===== src/rtl/gray_seq_source.sv =====
// Gray-coded up/down counter presented on a valid/ready stream.
// gray_out and count_bin are registered together from one next-count value.
module gray_seq_source #(
   parameter int WIDTH = 4
) (
   input  logic             clk,
   input  logic             rst_n,
   input  logic             en,
   input  logic             up_dn,
   input  logic             load,
   input  logic [WIDTH-1:0] load_bin,
   input  logic             out_ready,
   output logic             out_valid,
   output logic [WIDTH-1:0] gray_out,
   output logic [WIDTH-1:0] count_bin,
   output logic             tc
);

   typedef enum logic [0:0] {
      ST_IDLE = 1'b0,
      ST_RUN  = 1'b1
   } state_t;

   localparam logic [WIDTH-1:0] ZERO     = {WIDTH{1'b0}};
   localparam logic [WIDTH-1:0] ONE      = {{(WIDTH-1){1'b0}}, 1'b1};
   localparam logic [WIDTH-1:0] ALL_ONES = {WIDTH{1'b1}};

   state_t           r_state;
   state_t           w_state_nxt;
   logic [WIDTH-1:0] r_count;
   logic [WIDTH-1:0] r_gray;
   logic [WIDTH-1:0] w_count_nxt;

   function automatic logic [WIDTH-1:0] bin2gray(input logic [WIDTH-1:0] b);
      return b ^ (b >> 1'b1);
   endfunction

   // State and count/gray registers; gray is always derived from the same next count
   always_ff @(posedge clk) begin
      if (!rst_n) begin
         r_state <= ST_IDLE;
         r_count <= ZERO;
         r_gray  <= ZERO;
      end else begin
         r_state <= w_state_nxt;
         r_count <= w_count_nxt;
         r_gray  <= bin2gray(w_count_nxt);
      end
   end

   // Next-state and next-count: load beats advance, advance beats start
   always_comb begin
      w_state_nxt = r_state;
      w_count_nxt = r_count;
      if (load) begin
         w_state_nxt = ST_RUN;
         w_count_nxt = load_bin;
      end else begin
         case (r_state)
            ST_IDLE: begin
               if (en) begin
                  w_state_nxt = ST_RUN;
               end else begin
                  w_state_nxt = ST_IDLE;
               end
            end
            ST_RUN: begin
               if (out_ready) begin
                  if (up_dn) begin
                     w_count_nxt = r_count + ONE;
                  end else begin
                     w_count_nxt = r_count - ONE;
                  end
                  // a word taken with en low closes the stream; the advanced count waits
                  if (en) begin
                     w_state_nxt = ST_RUN;
                  end else begin
                     w_state_nxt = ST_IDLE;
                  end
               end else begin
                  w_state_nxt = ST_RUN;
               end
            end
            default: begin
               w_state_nxt = ST_IDLE;
            end
         endcase
      end
   end

   assign out_valid = (r_state == ST_RUN);
   assign gray_out  = r_gray;
   assign count_bin = r_count;
   assign tc        = out_valid && ((up_dn && (r_count == ALL_ONES)) ||
                                    (!up_dn && (r_count == ZERO)));

endmodule

===== config.mk =====
export PLATFORM = sky130hd
export DESIGN_NAME = gray_seq_source
export DESIGN_NICKNAME = d
export VERILOG_FILES = /design/src/rtl/gray_seq_source.sv
export SDC_FILE = /design/constraint.sdc
export NUM_CORES = 1
export LEC_CHECK = 0
export CAP_MARGIN = 20
export CORE_AREA = 5 5 42 44
export DETAILED_ROUTE_END_ITERATION = 8
export DIE_AREA = 0 0 47 49
export DONT_BUFFER_PORTS = 1
export GPL_ROUTABILITY_DRIVEN = 0
export GPL_TIMING_DRIVEN = 0
export PLACE_DENSITY = 0.5
export SYNTH_ARGS = -nofsm -noshare
export SYNTH_HDL_FRONTEND = slang
export SYNTH_SLANG_ARGS = --single-unit

===== constraint.sdc =====
create_clock -name clk -period 3.05 [get_ports clk]
set_clock_uncertainty 0.05 [all_clocks]
set_input_delay 0.61 -clock clk [delete_from_list [all_inputs] [get_ports clk]]
set_output_delay 0.61 -clock clk [all_outputs]
set_load 0.005 [all_outputs]

==> metrics.txt, run 1 <==
unrepaired setup endpoints after global routing no; commonest non-fill, non-tap cell in the layout dfxtp_1; Critical Path Sink Type register; synth-to-layout area growth 7.981%; Longest Clk Path Bufs 2; Vias between 300 and 400; largest net degree at the start of global routing 11; Initial Util a little under two fifths; drt total wl between 1000 and 1500 µm; Pre-antenna DRT Iters 4; drt drc 0; Startpoint Class register; Tcrit/Tclk final roughly two thirds; chip width between 40 and 50 µm; worst-margin pin slew roughly 0.27 ns; Die Area about 2300 µm²; Final Hold Fails 0; Iter 0 DRT Violations 2; Worst IR Drop VDD 0.1877 mV; WP data required about 3.1 ns; Detail Route Antenna Nets 0; leakage power ~0.24 nW; Synth Register Bits 8; r2r endpoint gray_out[2]; Root Driver clkbuf_4; Worst Setup SP count_bin[0]; hold crit path type input pin to register; cells after synthesis between 50 and 60; Inserted Clock Buffers 3; drt wl/cell 14.03 µm; status completed; CTS tree yes; Clock Pin Slew Worst Setup and Hold Paths around 0.050 ns; Port-buffer cells 0; HP Start rst_n; DP HPWL a little over 800 µm; commonest cells after routing, fill and taps aside dfxtp_1, inv_1, xnor2_1, and2_1; power per cell area 460.5 nW/µm²; post_cts resized 0; Worst slew margin around four fifths; hold path cells 1; Total GRT Usage 9.746%; number of clock sinks 8; sequential cell area fraction in the yosys report 30.05%; worst r2r src count_bin[0]; Setup Viol. Count Final 0; hold_buf cts 0; Site Rows 14; gr ovfl total 0; critical-path maximum fanout 5; Core ar. about 1400 µm²; Ports 20; vias in the first global route about 360; min cycle time layout about 2 ns; Hold Path End gray_out[1]; H-Tree Depth 1; first-pass GRT wire length around 1600 µm; Max Clock Freq ~500 MHz; area of the mapped netlist approximately 530 µm²; Die H between 40 and 50 µm; TNS Setup 0 ns; Area contributors post-synth dfxtp_1, xnor2_1, mux2_4; hold slack roughly 0.43 ns; pins over their slew limit 0; largest area contributor in the netlist dfxtp_1; setup bufs post-CTS 0; antenna fix cells 0; max-cap violations 0; worst setup path category register to register; design area ~580 µm²; fraction of layout cells with a size suffix above 1 24.14%; Mean Syn Cell Area 9.691 µm²; Clk Latency, worst-skew pair roughly 0.24 ns; Area after DPL 553.0 µm²; Yosys top cell area share between 30% and 40%; initial antenna violation count 0; syn nets around 70; r2r setup slk between 1 and 1.5 ns; R2R depth 7; Yosys warning count 0; Worst EP arrival 2.13 ns; vias per cell roughly 5.2; Nets 73; Netlist cell types 30
-- cells by family (layout without fill, tap and decap cells) --
family	count (synthesis)	count (layout)	synth area share (%)
buffers and inverters	6	9	5.632
adders and majority gates	3	3	8.450
AOI/OAI and AO/OA	9	9	12.68
muxes	4	4	11.74
and+or+nand+nor	21	21	24.89
xor gates and xnor gates	4	4	6.572
DFF	8	8	30.05
-- through the flow --
stage,utilization [%],setup slack [ns],instances,power (mW)
after floorplan,-,0.9696,55,0.1800
after detailed placement,39.46,0.8999,71,0.1906
after global routing,41.07,0.9187,74,0.2804
after global placement,39.46,0.8985,71,0.1911
final,41.07,1.007,74,0.2650
after CTS,41.07,0.9991,74,0.2696
-- report_power, final --
part	switching (mW)	total (mW)	internal [mW]
Sequential	0.0113	0.127	0.115
Clock	0.0324	0.0772	0.0448
Combinational	0.0269	0.0612	0.0342
Total	0.0707	0.265	0.194
-- registers in the layout, indices dropped and copies added, names as in the netlist --
signal	count
count_bin	4
gray_out	3
out_valid	1
-- cells in the mapped netlist --
cell type,instances
nand2_1,1
nor2b_2,1
dfxtp_1,8
nor2b_1,2
nor4_1,1
inv_1,4
a21o_1,2
ha_1,2
a311oi_1,1
mux2_4,2
fa_1,1
and3_1,1
xnor2_1,4
a21oi_2,1
nand2_2,1
and2_1,4
buf_4,2
o31a_1,1
mux2i_4,1
a21boi_2,1
nand3_2,1
nor3_1,2
and2_2,1
mux2i_1,1
or4_1,1
a21oi_1,2
or3_1,1
nand3_1,3
nor3b_1,1
o21ai_0,1
-- critical path: stages, from the launching register on --
cell and delay, ns:
dfxtp_1 0.43, inv_1 0.11, fa_1 0.42, xnor2_1 0.14
mux2_4 0.28, mux2i_4 0.18, nor2b_2 0.06, mux2_4 0.26
-- worst max path at each step --
stage | slack, ns | end | cells past startpoint
after CTS | 1.0 | gray_out[2] | 7
after detailed placement | 0.90 | gray_out[2] | 6
final | 1.01 | gray_out[2] | 7
after floorplan | 0.97 | gray_out[2] | 6
after global placement | 0.90 | gray_out[2] | 6
after global routing | 0.92 | gray_out[2] | 7
-- cell type report --
type	count	area [µm²]
fill	154	825.8
multi-input combinational	41	342.8
sequential	8	160.2
clock buffer	3	22.52
tap	16	20.02
buffer	2	15.01
inverter	4	15.01
-- per-layer routing --
layer	vias to the layer above	part of all wire, %	track usage (%)
met5	-	0	0
li1	199	-	-
met2	11	44	13.12
met3	2	11	4.797
met4	0	0.48	5.530
met1	173	44	12.20
(Power assumes the default switching activity.)
==> run 2, diff against run 1 <==
--- a/config.mk
+++ b/config.mk
@@ -12,7 +12,7 @@
 export DONT_BUFFER_PORTS = 1
 export GPL_ROUTABILITY_DRIVEN = 0
 export GPL_TIMING_DRIVEN = 0
-export PLACE_DENSITY = 0.5
+export PLACE_DENSITY = 0.52
 export SYNTH_ARGS = -nofsm -noshare
 export SYNTH_HDL_FRONTEND = slang
 export SYNTH_SLANG_ARGS = --single-unit
==> constraint.sdc (replaced) <==
create_clock -name clk -period 1.84 [get_ports clk]
set_clock_uncertainty 0.05 [all_clocks]
set_input_delay 0.368 -clock clk [delete_from_list [all_inputs] [get_ports clk]]
set_output_delay 0.368 -clock clk [all_outputs]
set_load 0.005 [all_outputs]
==> run 2 against run 1 <==
  * The run now ends with setup timing left
  * Maximum frequency is 10% higher
  * Routed wire length increased by 8.9%
  * Combinational power is 83% higher
  * Highest routed layer unchanged
==> metrics.txt, run 2 (synthesis results as in run 1) <==
min cycle time layout about 1.9 ns; Layout Utilization 43.48%; Crit path top cell by count mux2_4; Total GRT Usage roughly an eighth; drt total wl about 1100 µm; Site Rows 14; Ports 20; antenna fix cells 0; dpl cells just over 70; Area after DPL 558.0 µm²; unrepaired setup endpoints after global routing yes; violated checks setup timing; worst r2r src count_bin[0]; Worst IR Drop VDD around 0.36 mV; max reg flops 4; fill count between 150 and 200; Clk Latency, worst-skew pair around 0.24 ns; drt drc 0; commonest cells after routing, fill and taps aside dfxtp_1, buf_4, xnor2_1, and2_1; leakage power about 0.25 nW; TNS Setup -0.01368 ns; chip width around 47 µm; pins over their slew limit 0; Detail Route Antenna Nets 0; Root Driver clkbuf_4; worst-margin pin slew approximately 0.22 ns; first-pass GRT wire length slightly below 2000 µm; vias per cell between 5 and 6; status complete, but fails checks; commonest non-fill, non-tap cell in the layout dfxtp_1; design area between 600 and 700 µm²; net switching power 0.1227 mW; Clock power frac 28.5%; Seq pwr share between 40% and 50%; Vias 403; Critical Path Sink Type register; H-Tree Depth 1; CP max-delay cell dfxtp_4; hold crit path type input pin to register; R2R depth 7; r2r setup slk -0.01 ns; Pre-antenna DRT Iters 2; crit-path cells inv_4 > fa_2 > xnor2_1 > mux2_4 > mux2i_4 > nor2b_2 > mux2_4; CP max stage delay 0.39 ns; Worst slew margin between 80% and 90%; final std cells w/o fill between 70 and 80; Worst EP arrival a little under 2 ns; FF+latch area approximately 170 µm²; total power approximately 0.45 mW; gr ovfl total 0; DP HPWL 886.4 µm; Clock Pin Slew Worst Setup and Hold Paths ~0.05 ns; hold slack 0.1950 ns; WP data required just under 2 ns; worst setup path category register to register; drt wl/cell 14.87 µm; internal power about 0.33 mW; CTS tree yes; Die Area roughly 2300 µm²; Core ar. between 1000 and 1500 µm²; hold path cells 1; Iter 0 DRT Violations 4; fraction of layout cells with a size suffix above 1 35.00%; sw frac between 20% and 30%; Tcrit/Tclk final 100.7%; vias in the first global route 411; final setup margin -0.01368 ns; footprint of the multi-input gates 351.6 µm²; number of clock sinks 8; largest net degree at the start of global routing 11; Max Clock Freq around 540 MHz; Die H slightly below 50 µm; Startpoint Class register; Longest Clk Path Bufs 2; Nets 75; Logic pwr share 24.8%; worst slack, placed -0.09758 ns; Inserted Clock Buffers 3; Initial Util 38.04%; Hold Path End count_bin[1]; Port-buffer cells 0; synth-to-layout area growth 14.32%; r2r endpoint gray_out[2]; max-cap violations 0; hold_buf cts 0; initial antenna violation count 0; Setup Viol. Count Final 1; HP Start rst_n; Final Hold Fails 0; critical-path maximum fanout 5; power per cell area 741.0 nW/µm²
-- run 2: timing repair --
item	CTS	global route
cloned	0	0
pin swaps	0	2
endpoints found under the setup margin	3	3
buffers inserted	1	1
gates resized for setup	4	1
-- run 2: worst max-delay path by stage --
stage	to	slack, ns	start
2_1_floorplan	gray_out[2]	0.02	count_bin[0]
3_3_place_gp	gray_out[2]	-0.08	count_bin[0]
3_5_place_dp	gray_out[2]	-0.1	count_bin[0]
4_1_cts	gray_out[2]	-0.03	count_bin[0]
5_1_grt	gray_out[2]	-0.09	count_bin[0]
6_report	gray_out[2]	-0.01	count_bin[0]
-- run 2: critical path, delay by kind of cell, from the launching register on --
kind                     cells  cell delay [ns]
multiplexers                 3             0.72
flip-flops                   1             0.39
adder cells (fa/ha/maj)      1             0.35
XOR/XNOR                     1             0.13
AND/OR/NAND/NOR              1             0.07
buffers and inverters        1             0.04
-- run 2: cell type report --
class	count	share of cell area (%)
clock buffer	3	3.696
multi-input combinational	41	57.70
tap	16	3.285
inverter	4	2.875
sequential	8	27.52
timing repair buffer	2	2.464
buffer	2	2.464
-- run 2: power by group through the flow --
stage	sequential (mW)	combinational [mW]	clock, mW
global route	0.214	0.126	0.146
finish	0.211	0.112	0.129
detailed placement	0.215	0.106	0
CTS	0.212	0.110	0.136
global placement	0.215	0.102	0
floorplan	0.209	0.0903	0
-- run 2: metal layers --
metal / up-vias / global-route usage (%) / wire length (µm) / share of wire (%)
met5: - / 0 / 0 / 0
met4: 0 / 6.912 / 13 / 1.2
met3: 2 / 4.797 / 97 / 8.6
met2: 14 / 16.74 / 551 / 49
met1: 183 / 15.08 / 467 / 41
li1: 204 / - / - / -
==> patch (flow settings as in run 1) <==
Put one more register stage on the output `count_bin`, with the module's reset. The value now appears one clock later. The other outputs are not delayed to match. Comments in the files are not updated.
--- a/src/rtl/gray_seq_source.sv
+++ b/src/rtl/gray_seq_source.sv
@@ -92,3 +92,9 @@
    assign gray_out  = r_gray;
-   assign count_bin = r_count;
+   always_ff @(posedge clk) begin
+      if (!rst_n) begin
+         count_bin <= '0;
+      end else begin
+         count_bin <= r_count;
+      end
+   end
    assign tc        = out_valid && ((up_dn && (r_count == ALL_ONES)) ||
Function: changed (a bounded check fails within 4 cycles, from zero or initial values and one cycle with rst_n low).
==> patch against run 1 <==
Non-clock buffer count grew 1; first-iteration DRC count grew to 4.5 times the old value; combinational power grew 3.8%; worst setup slack gained 15 ps; sequential cell count grew 4; area after synthesis grew 20%; routed wire length grew 6.2%; die area is the same; via count grew 14%; critical path depth is the same; highest routed layer unchanged; power grew 26%; global-route usage grew 0.89 points; cell count grew 12%; final area grew 18%.
==> patch: results (changes against run 1) <==
DRT iter0 DRCs: 9 (+7)
Cell count after synthesis: 64 (+16%)
Largest cells by area after synthesis: dfxtp_1 (38%), and2_1 (8.8%), xnor2_1 (5.5%)
Clk buf depth: 2 (unchanged)
Post-synthesis sequential area ratio: 37.6% (+7.6 points)
Worst Hold Path EP: out_valid
Synth cell count leaders: dfxtp_1 (12), and2_1 (9), inv_1 (4), xnor2_1 (4)
NumNets Final: 82 (+12%)
Worst-Margin Slew: 346 ps (+75.8 ps)
Max Fanout on Critical Path: 5 (unchanged)
Cell total after placement: 80 (+13%)
Syn Nets: 77 (+13%)
Crit-path max cell delay: 430 ps (about the same)
Lkg Pwr: 0.279 nW (+19%)
First-pass GRT wire length: 1.77 mm (+8.5%)
RR Endpoint: gray_out[2]
Crit-path leading delay family: multiplexers
Hold path startpoint: en
Initial antenna violation count: 0 (unchanged)
Clock Tree Root: clkbuf_4
Vias in the first global route: 419 (+15%)
Status: complete, no violations
VDD IR max: 0.000230 V (+22%)
Clock latency on the worst-skew pair: 260 ps (+20 ps)
Hold Path Class: in2reg
Reg2reg start: r_count[0]
DPL Wire Length: 907 um (+9.3%)
Clk slew on worst S/H paths: 70 ps (+20 ps)
Slowest CP cell: dfxtp_1
Yosys cell types: 29 (-3.3%)
Async SR Flop Fraction: 0% (unchanged)
Detailed Route WL: 1.10 mm (+6.2%)
Hold WS: 433 ps (-1.24 ps)
Synth warn: 0 (unchanged)
Routed WL per cell: 13.3 um (-5.3%)
H-tree depth: 1 (unchanged)
Layout cells sized above 1: 17.9% (-6.2 points)
Antenna Diode Count: 0 (unchanged)
Switching share of power: 25.1% (-1.6 points)
Fillers: 153 (-0.65%)
Largest net degree at the start of global routing: 11 (unchanged)
R2r setup slk: 1020 ps (+20 ps)
GRT Util Overall: 10.6% (+0.89 points)
Detailed Routing Iterations Pass 1: 3 (-1)
Via density: 5.29 (+1.7%)
Pre-CTS setup slack: 922 ps (+22.2 ps)
[patch: cell types whose count changed after synthesis]
cell and change:
nor2b_2 -1, clkbuf_1 +1, and2_2 -1, nor2b_1 +1
dfxtp_1 +4, and2_1 +5
[patch: area by class of cell]
cell class                      instances  area, um2  area share (%)
Multi-Input combinational cell         45        364            53.5
Clock buffer                            3       22.5            3.31
Sequential cell                        12        240            35.3
Inverter                                4       15.0            2.21
Buffer                                  3       18.8            2.76
Tap cell                               16       20.0            2.94
[patch: stage by stage]
step	area, um2	util [%]
after global routing	681	48.6
after global placement	658	47.0
after CTS	681	48.6
after detailed placement	658	47.0
final	681	48.6
after floorplan	638	-
[patch: logic make-up after synthesis]
kind of cell	Yosys count	share of synthesized area, %
compound gates	9	10.6
xor+xnor	4	5.49
fa+ha+maj	3	7.06
buf+inv	7	5.29
flops	12	37.6
mux	4	9.80
simple gates	25	24.1
[patch: routing by layer]
metal	wire (um)	part of all wire, %	GRT usage [%]	up-vias
li1	-	-	-	231
met1	533	48	13.4	193
met2	483	44	15.2	13
met3	74	6.7	4.06	2
met4	10	0.91	5.53	0
met5	0	0	0	-
[patch: worst max-delay path by stage]
| stage | start | to | slack (ps) | cells past startpoint |
|---|---|---|---|---|
| after floorplan | up_dn | gray_out[2] | 970 | 6 |
| after detailed placement | up_dn | gray_out[2] | 920 | 6 |
| after global routing | r_count[0] | gray_out[2] | 940 | 7 |
| after global placement | up_dn | gray_out[2] | 920 | 6 |
| final | r_count[0] | gray_out[2] | 1020 | 7 |
| after CTS | r_count[0] | gray_out[2] | 1010 | 7 |
[patch: worst register-to-register path: cells and delay by family (launching register included)]
family | cells | cell delay [ps]
adders and majority gates | 1 | 410
buffers and inverters | 1 | 110
muxes | 3 | 710
xor gates and xnor gates | 1 | 140
DFF | 1 | 430
and+or+nand+nor | 1 | 80
[patch: power groups by stage]
stage	Combinational (W)	Sequential [W]	Clock [W]
4_1_cts	0.0000642	0.000182	0.0000958
6_report	0.0000635	0.000181	0.0000895
2_1_floorplan	0.0000560	0.000182	0
3_3_place_gp	0.0000631	0.000185	0
5_1_grt	0.0000712	0.000184	0.000104
3_5_place_dp	0.0000641	0.000185	0
